===== config.mk =====
export PLATFORM = sky130hd
export DESIGN_NAME = serial_write_queue
export DESIGN_NICKNAME = d
export VERILOG_FILES = /design/src/rtl/mitm_pkg.sv /design/src/rtl/sync_word_fifo.sv /design/src/rtl/serial_write_queue.sv
export SDC_FILE = /design/constraint.sdc
export NUM_CORES = 1
export LEC_CHECK = 0
export BUFFER_PORTS_ARGS = -buffer_cell sky130_fd_sc_hd__buf_2
export CAP_MARGIN = 20
export CORE_MARGIN = 3
export CORE_UTILIZATION = 40
export DETAILED_ROUTE_END_ITERATION = 10
export SLEW_MARGIN = 20
export SYNTH_ARGS = -nofsm -noshare
export SYNTH_HDL_FRONTEND = slang
export SYNTH_SLANG_ARGS = --single-unit

===== constraint.sdc =====
create_clock -name sys_clk -period 2.83 [get_ports sys_clk]
set_input_delay 0.4245 -clock sys_clk [delete_from_list [all_inputs] [get_ports sys_clk]]
set_output_delay 0.4245 -clock sys_clk [all_outputs]
set_load 0.02 [all_outputs]

===== src/rtl/mitm_pkg.sv =====
// Shared definitions for the MITM datapath: serial writer FSM states and
// the width helper for word counters.
package mitm_pkg;

    typedef enum logic [1:0] {
        ST_IDLE   = 2'd0,
        ST_SHIFT  = 2'd1,
        ST_PARITY = 2'd2
    } wq_state_t;

    // A counter that must reach DEPTH itself needs one bit beyond the pointer width.
    function automatic int countWidth(input int depth);
        return $clog2(depth) + 1;
    endfunction

endpackage


===== src/rtl/sync_word_fifo.sv =====
// Synchronous word FIFO with first-word-fall-through output: data_out always
// shows the head word while empty is low. DEPTH must be a power of two.
module sync_word_fifo
    import mitm_pkg::*;
#(
    parameter int BUF_SIZE = 8,
    parameter int DEPTH    = 4,
    localparam int CNT_W   = countWidth(DEPTH)
) (
    input  logic                sys_clk,
    input  logic                rst,
    input  logic                wr_en,
    input  logic                rd_en,
    input  logic [BUF_SIZE-1:0] data_in,
    output logic [BUF_SIZE-1:0] data_out,
    output logic                full,
    output logic                empty,
    output logic [CNT_W-1:0]    count
);

    localparam int PTR_W = $clog2(DEPTH);

    logic [BUF_SIZE-1:0] r_mem [DEPTH];
    logic [PTR_W-1:0]    r_wrPtr;
    logic [PTR_W-1:0]    r_rdPtr;
    logic [CNT_W-1:0]    r_count;
    logic                w_push;
    logic                w_pop;

    // A push on a full FIFO is dropped even when a pop frees a slot this cycle.
    assign w_push   = wr_en && !full;
    assign w_pop    = rd_en && !empty;
    assign full     = (r_count == CNT_W'(DEPTH));
    assign empty    = (r_count == '0);
    assign count    = r_count;
    assign data_out = r_mem[r_rdPtr];

    always_ff @(posedge sys_clk) begin
        if (w_push) begin
            r_mem[r_wrPtr] <= data_in;
        end
    end

    always_ff @(posedge sys_clk) begin
        if (rst) begin
            r_wrPtr <= '0;
            r_rdPtr <= '0;
            r_count <= '0;
        end else begin
            if (w_push) begin
                r_wrPtr <= r_wrPtr + PTR_W'(1);
            end
            if (w_pop) begin
                r_rdPtr <= r_rdPtr + PTR_W'(1);
            end
            case ({w_push, w_pop})
                2'b10:   r_count <= r_count + CNT_W'(1);
                2'b01:   r_count <= r_count - CNT_W'(1);
                default: r_count <= r_count;
            endcase
        end
    end

endmodule


===== src/rtl/serial_write_queue.sv =====
// Queued parallel-to-serial writer: words stream out back-to-back, one bit per
// write_sig pulse. Define SERIAL_WRITE_QUEUE_PARITY_EN to append an even-parity bit.
module serial_write_queue
    import mitm_pkg::*;
#(
    parameter int BUF_SIZE   = 8,
    parameter int DEPTH      = 4,
    parameter bit LSB_FIRST  = 1'b0,
    parameter bit IDLE_LEVEL = 1'b1,
    localparam int CNT_W     = countWidth(DEPTH)
) (
    input  logic                sys_clk,
    input  logic                rst,
    input  logic                wr_en,
    input  logic [BUF_SIZE-1:0] data_in,
    output logic                full,
    output logic [CNT_W-1:0]    count,
    output logic                overflow,
    input  logic                write_sig,
    output logic                data_out,
    output logic                busy,
    output logic                word_done
);

    localparam int BIT_W = (BUF_SIZE > 1) ? $clog2(BUF_SIZE) : 1;

    wq_state_t           r_state;
    logic [BUF_SIZE-1:0] r_shift;
    logic [BIT_W-1:0]    r_bitCnt;
    logic                r_dataOut;
    logic                r_overflow;
    logic                r_wordDone;
`ifdef SERIAL_WRITE_QUEUE_PARITY_EN
    logic                r_parity;
`endif

    logic [BUF_SIZE-1:0] w_fifoData;
    logic                w_fifoEmpty;
    logic                w_fifoFull;
    logic [CNT_W-1:0]    w_fifoCount;
    logic                w_rdEn;
    logic                w_lastBit;
    logic                w_wordEnd;
    logic [BUF_SIZE-1:0] w_nextShift;
    logic                w_loadBit;
    logic                w_nextBit;

    sync_word_fifo #(
        .BUF_SIZE (BUF_SIZE),
        .DEPTH    (DEPTH)
    ) u_fifo (
        .sys_clk  (sys_clk),
        .rst      (rst),
        .wr_en    (wr_en),
        .rd_en    (w_rdEn),
        .data_in  (data_in),
        .data_out (w_fifoData),
        .full     (w_fifoFull),
        .empty    (w_fifoEmpty),
        .count    (w_fifoCount)
    );

    assign w_lastBit = (r_bitCnt == BIT_W'(BUF_SIZE - 1));

    // w_wordEnd marks the write_sig that consumes the final bit of the frame.
`ifdef SERIAL_WRITE_QUEUE_PARITY_EN
    assign w_wordEnd = (r_state == ST_PARITY) && write_sig;
`else
    assign w_wordEnd = (r_state == ST_SHIFT) && write_sig && w_lastBit;
`endif

    // Popping on the final bit lets the next word start with no idle bit.
    assign w_rdEn      = !w_fifoEmpty && ((r_state == ST_IDLE) || w_wordEnd);
    assign w_nextShift = LSB_FIRST ? (r_shift >> 1) : (r_shift << 1);
    assign w_loadBit   = LSB_FIRST ? w_fifoData[0] : w_fifoData[BUF_SIZE-1];
    assign w_nextBit   = LSB_FIRST ? w_nextShift[0] : w_nextShift[BUF_SIZE-1];

    assign full      = w_fifoFull;
    assign count     = w_fifoCount;
    assign overflow  = r_overflow;
    assign data_out  = r_dataOut;
    assign word_done = r_wordDone;
    assign busy      = (r_state != ST_IDLE) || !w_fifoEmpty;

    always_ff @(posedge sys_clk) begin
        if (rst) begin
            r_state    <= ST_IDLE;
            r_shift    <= '0;
            r_bitCnt   <= '0;
            r_dataOut  <= IDLE_LEVEL;
            r_overflow <= 1'b0;
            r_wordDone <= 1'b0;
`ifdef SERIAL_WRITE_QUEUE_PARITY_EN
            r_parity   <= 1'b0;
`endif
        end else begin
            r_overflow <= wr_en && w_fifoFull;
            r_wordDone <= w_wordEnd;
            if (w_rdEn) begin
                r_shift   <= w_fifoData;
                r_bitCnt  <= '0;
                r_dataOut <= w_loadBit;
                r_state   <= ST_SHIFT;
`ifdef SERIAL_WRITE_QUEUE_PARITY_EN
                r_parity  <= ^w_fifoData;
`endif
            end else begin
                case (r_state)
                    ST_SHIFT: begin
                        if (write_sig) begin
                            if (w_lastBit) begin
`ifdef SERIAL_WRITE_QUEUE_PARITY_EN
                                r_state   <= ST_PARITY;
                                r_dataOut <= r_parity;
`else
                                r_state   <= ST_IDLE;
                                r_dataOut <= IDLE_LEVEL;
`endif
                            end else begin
                                r_shift   <= w_nextShift;
                                r_bitCnt  <= r_bitCnt + BIT_W'(1);
                                r_dataOut <= w_nextBit;
                            end
                        end
                    end
`ifdef SERIAL_WRITE_QUEUE_PARITY_EN
                    ST_PARITY: begin
                        if (write_sig) begin
                            r_state   <= ST_IDLE;
                            r_dataOut <= IDLE_LEVEL;
                        end
                    end
`endif
                    default: begin
                        r_state <= ST_IDLE;
                    end
                endcase
            end
        end
    end

endmodule


==> results of run 1 <==
[metal layers]
metal	up-vias	track usage (%)	wire, um
met5	-	0	0
met4	0	4.05	50
met3	7	3.29	135
met2	22	20.8	1860
met1	624	16.8	1750
li1	632	-	-
[cell usage in the layout (no fill, tap or decap), types with 2 or more instances in the layout]
cell type,Yosys,routed
a211oi_1,7,7
a21o_1,2,2
a21oi_1,7,7
and3_2,4,4
buf_2,2,19
clkbuf_8,0,5
dfxtp_1,23,23
edfxtp_1,32,32
ha_1,7,7
inv_1,7,7
mux2i_1,9,9
mux4_2,8,8
nand3_1,4,4
nor2_1,2,2
nor3_1,11,11
o21ai_0,3,3
xor2_1,2,2
[power breakdown]
part / switching [mW] / internal (mW) / leakage (nW) / total (mW)
Sequential: 0.133 / 1.01 / 0.482 / 1.14
Combinational: 0.440 / 0.379 / 0.433 / 0.818
Clock: 0.260 / 0.273 / 0.0607 / 0.533
Total: 0.833 / 1.66 / 0.976 / 2.49
[cells by family (layout without fill, tap and decap cells)]
| group | count (synthesis) | in the layout | share of synthesized area [%] |
|---|---|---|---|
| DFF | 55 | 55 | 62.5 |
| and+or+nand+nor | 33 | 33 | 8.75 |
| AOI/OAI and AO/OA | 25 | 25 | 7.37 |
| muxes | 17 | 17 | 11.9 |
| buffers and inverters | 16 | 35 | 3.63 |
| adders and majority gates | 8 | 8 | 4.73 |
| xor gates and xnor gates | 3 | 3 | 1.16 |
[worst min-delay path by stage]
| stage | from | to | slack, ns | cells past startpoint |
|---|---|---|---|---|
| final | data_in[1] | u_fifo.r_mem[0][1] | 0.32 | 1 |
| after global routing | data_in[3] | u_fifo.r_mem[3][3] | 0.31 | 1 |
| after CTS | data_in[1] | u_fifo.r_mem[3][1] | 0.31 | 1 |
| after detailed placement | r_shift[0] | r_shift[0] | 0.50 | 2 |
| after global placement | u_fifo.r_rdPtr[1] | u_fifo.r_rdPtr[1] | 0.46 | 2 |
| after floorplan | u_fifo.r_rdPtr[1] | flop | 0.45 | 2 |
[sequential cells by signal, summed over array words and instances, names as in the netlist, named ones only]
signal          cells
u_fifo.r_mem       32
r_shift             7
r_bitCnt            3
u_fifo.count        3
u_fifo.r_rdPtr      2
u_fifo.r_wrPtr      2
data_out            1
overflow            1
r_state             1
word_done           1
[stage by stage]
| step | hold WS, ns | power [mW] | worst slack (ns) |
|---|---|---|---|
| final | 0.319 | 2.49 | 0.128 |
| after CTS | 0.308 | 2.53 | 0.120 |
| after global placement | 0.461 | 1.95 | 0.300 |
| after global routing | 0.309 | 2.67 | 0.0116 |
| after floorplan | 0.453 | 1.80 | 0.373 |
| after detailed placement | 0.500 | 1.99 | 0.144 |
[critical path: cells and delay by family (launching register included)]
family                   cells  cell delay, ns
AO/OA/AOI/OAI                2            0.44
XOR/XNOR                     1            0.15
adder cells (fa/ha/maj)      4            1.05
buffers and inverters        1            0.10
flip-flops                   1            0.34
AND/OR/NAND/NOR              2            0.55
[cell type report]
type                            instances  area share, %
Multi-Input combinational cell         86           30.5
Tap cell                               70           3.47
Clock buffer                            5           2.72
Inverter                                7           1.04
Timing Repair Buffer                   20           4.06
Clock inverter                          3           1.98
Sequential cell                        55           56.2
==> flow_summary.toml, run 1 <==
[global_routing]
grt_max_degree = 21
grt_pass1_vias = 1285
grt_overflow = 0
grt_use_total_pct = 12.8
antenna_found_initial = 0
grt_first_pass_wirelength_mm = 6.27

[floorplanning]
core_um2 = 5300
io-pin-count = 20
fp.dieH_um = 81.4
fp-row-count = 26
die-width_um = 81.4
start_util_pct = 42.9
die_area_um2 = 6630

[logic_synthesis]
synth_seq_cells = 55
synth_top_cell_by_area = "edfxtp_1"
synth-async-reset-ratio_pct = 0
synth_ff_type = "edfxtp_1"
synth_edf_count = 32
avgSynthCellArea_um2 = 14.5
synth_common_cells = "edfxtp_1 (32), dfxtp_1 (23), nor3_1 (11)"
synth_top_area_share_pct = 42.2
synth_cell_types = 41
syn_area_um2 = 2270
synth.net_count = 177
synth.yosys.seq_area_share_pct = 62.5
ys_warn_count = 0
synthTopCellsByArea = "edfxtp_1 (42%), dfxtp_1 (20%), mux4_2 (7.9%)"
post-synth-top-count-cell = "edfxtp_1"
syn_inst = 157

[sta]
worst_pin_slew_ns = 0.784
fin_worst_skew_ns = 0.00698
maxSlewViolCount = 0
period_needed_ns = 2.70
tns_ns = 0
rsz0062_at_grt = "no"
maxSlewHeadroom_pct = 47.6
max_freq_ghz = 0.370
setup_viol = 0
period_share_pct = 95.5
final_hold_viol_count = 0

[placement]
gp_congestion = 0.770
placed_area_um2 = 2410
dp.cells = 238
portBuffers = 19
dpl.hpwl_mm = 2.79

[cells_and_area]
fin_util_pct = 47.7
syn_to_final_growth_pct = 11.1
nFillCells = 483
layout-drive-gt1-share_pct = 26.1
nNetsFinal = 195
fin_cells = 246
diodes = 0
regArea_um2 = 1420
multi_input_area_um2 = 771
post-route-cell-area_um2 = 2530

[cts]
clkLatencyLatePin_ns = 0.31
postCtsSetupBuffers = 0
cts.sinks = 55
cts_buffer_depth = 2
numCtsBuffers = 5
holdBufCountCts = 0
cts-htree-levels = 2
cts_root_buffer = "clkbuf_8"
clkTransAtPathRegs_ns = 0.10
cts_resized = 0
cts_tree = "yes"

[critical_path]
crit_slowest_cell = "or3_2"
critPathCapture = "u_fifo.count[2]"
r2r_cells = 10
crit_arrival_ns = 2.94
critPathMaxFanout = 7
crit_path_max_incr_delay_ns = 0.41
critPathMostFrequentCell = "ha_1"
cp-end-kind = "flop"
path_cells = "ha_1, ha_1, a21bo_2, nand2_2, inv_1, ha_1, fa_1, xnor2_1, or3_2, a21oi_1"
crit_path_start = "r_bitCnt[0]"
worstReg2RegStart = "r_bitCnt[0]"
ff2ff_setup_slack_ns = 0.13
setup.worst_path.start_class = "flop"
required_ns = 3.07
reg2reg_to = "u_fifo.count[2]"
timing_worst_setup_path_type = "reg -> reg"

[route]
firstDrtPassIters = 4
via_per_inst = 5.22
drtIter0Drc = 74
wl_per_cell_um = 15.4
drcViolationCount = 0
ant_nets = 0
vias = 1285
drt-total-wl_mm = 3.80

[run_status]
status = "finished, final reports clean"

[hold_path]
hold_class = "in -> reg"

[power]
ir_drop_mv = 0.405
power_density_nw_per_um2 = 987
p_leak_nw = 0.976

[run]
cap_viol_max_count = 0
Note: power is estimated with default switching activity, not from simulation.
==> run 2: changes to the inputs <==
CORE_MARGIN = 2   (was 3)
clock period = 2.2 ns   (was 2.83 ns; I/O delays follow)
==> run 2 against run 1 <==
The run now ends with setup timing left. Routed wire length is 6.3% higher. Flip-flop and latch count unchanged. Total power rose by 33%. Die area shrank 4.9%. Largest cell class unchanged. Clock power increased by 8.6%.
==> flow_summary.toml, run 2 (synthesis results as in run 1) <==
[cts]
clkLatencyLatePin_ns = 0.31
cts_buffer_depth = 2
cts-htree-levels = 2
cts.sinks = 55
cts_root_buffer = "clkbuf_8"
cts_tree = "yes"
numCtsBuffers = 5
clkTransAtPathRegs_ns = 0.11

[floorplanning]
die_area_um2 = 6310
fp-row-count = 27
fp.dieH_um = 79.4
core_um2 = 5510
die-width_um = 79.4
start_util_pct = 41.3
io-pin-count = 20

[critical_path]
crit_slowest_cell = "dfxtp_2"
crit_path_start = "r_bitCnt[0]"
cp-end-kind = "flop"
timing_worst_setup_path_type = "reg -> reg"
required_ns = 2.45
worstReg2RegStart = "r_bitCnt[0]"
crit_path_max_incr_delay_ns = 0.36
path_cells = "ha_4, ha_4, a21bo_4, nand2_4, inv_4, ha_4, fa_2, xnor2_2, or3_4, a21oi_2"
crit_arrival_ns = 2.47
critPathMaxFanout = 4
setup.worst_path.start_class = "flop"
critPathMostFrequentCell = "ha_4"

[sta]
rsz0062_at_grt = "yes"
period_needed_ns = 2.22
maxSlewHeadroom_pct = 62.1
max_freq_ghz = 0.451
fin_worst_skew_ns = 0.0128
worst_pin_slew_ns = 0.567
maxSlewViolCount = 0
final_hold_viol_count = 0
setup_viol = 1
setup_slack_ns = -0.0165
period_share_pct = 101

[placement]
dpl.hpwl_mm = 2.80
gp_congestion = 0.740
dp.cells = 246
portBuffers = 19

[route]
ant_nets = 0
vias = 1336
drtIter0Drc = 72
firstDrtPassIters = 7
via_per_inst = 5.20
drt-total-wl_mm = 4.04
wl_per_cell_um = 15.7
drcViolationCount = 0

[global_routing]
grt_pass1_vias = 1361
grt_max_degree = 21
antenna_found_initial = 0
grt_first_pass_wirelength_mm = 6.82
grt_overflow = 0
grt_use_total_pct = 14.4

[cells_and_area]
largest_reg_flops = 32
multi_input_area_um2 = 837
regMostFlops = "u_fifo.r_mem"
nNetsFinal = 204
layout_common_cells = "edfxtp_1 (32), dfxtp_1 (20), buf_2 (19), nor3_1 (11), buf_4 (10)"
regArea_um2 = 1430
layout-drive-gt1-share_pct = 35.1
syn_to_final_growth_pct = 16.3
nFillCells = 483
final_common_cell = "edfxtp_1"
diodes = 0
fin_cells = 257
fin_util_pct = 48.1
top_regs = "u_fifo.r_mem: 32 flops, r_shift: 7 flops"

[run_status]
status = "complete, but fails checks"
violations = "setup timing"

[run]
cap_viol_max_count = 0

[power]
ir_drop_mv = 0.505
p_leak_nw = 1.01
power_density_nw_per_um2 = 1260

[hold_path]
hold_start = "data_in[4]"
hold_class = "in -> reg"
[run 2: critical path: cells and delay by family, from the launching register on]
kind / cells / cell delay, ns
buffers and inverters: 1 / 0.05
flip-flops: 1 / 0.36
AND/OR/NAND/NOR: 2 / 0.41
adder cells (fa/ha/maj): 4 / 0.83
XOR/XNOR: 1 / 0.15
AO/OA/AOI/OAI: 2 / 0.36
[run 2: power by group]
part | internal (mW) | switching [mW] | total, mW | leakage, nW
Combinational | 0.641 | 0.677 | 1.32 | 0.477
Clock | 0.235 | 0.345 | 0.579 | 0.0491
Sequential | 1.30 | 0.126 | 1.43 | 0.484
Total | 2.18 | 1.15 | 3.32 | 1.01
[run 2: timing repair]
action | 4_1_cts | 5_1_grt
buffers inserted | 3 | 0
hold buffers | 0 | 0
setup endpoints to repair | 1 | 1
resized for setup | 4 | 0
pin swaps | 5 | 2
[run 2: metal layers]
metal	vias to the layer above	wire (um)	global-route usage [%]
met5	-	0	0
met4	0	66	4.66
met3	11	126	3.73
met2	24	2050	24.3
met1	652	1800	18.3
li1	649	-	-
[run 2: layout make-up]
class	instances	share of cell area, %
Tap cell	72	3.40
Clock buffer	5	2.60
Clock inverter	3	0.993
Sequential cell	55	53.9
Inverter	7	1.09
Timing Repair Buffer	29	6.43
Multi-Input combinational cell	86	31.6
[run 2: path summary, 6_finish.rpt]
| check | to | slack [ns] | cells after the start |
|---|---|---|---|
| max | u_fifo.count[2] | -0.02 | 10 |
| min | u_fifo.r_mem[3][4] | 0.23 | 1 |
| max reg2reg | u_fifo.count[2] | -0.02 | 10 |
| min reg2reg | flop | 0.51 | 2 |
[run 2: per-stage QoR]
stage	power [mW]	hold WS, ns	worst slack [ns]	cell area [um2]	setup TNS, ns
final	3.32	0.231	-0.0165	2650	-0.0165
after CTS	3.35	0.217	-0.0325	2650	-0.0325
after detailed placement	2.73	0.499	-0.00519	2510	-0.00519
after global placement	2.68	0.464	0.0658	2510	0
after floorplan	2.39	0.429	0.0637	2320	0
after global routing	3.55	0.213	-0.0837	2650	-0.0837
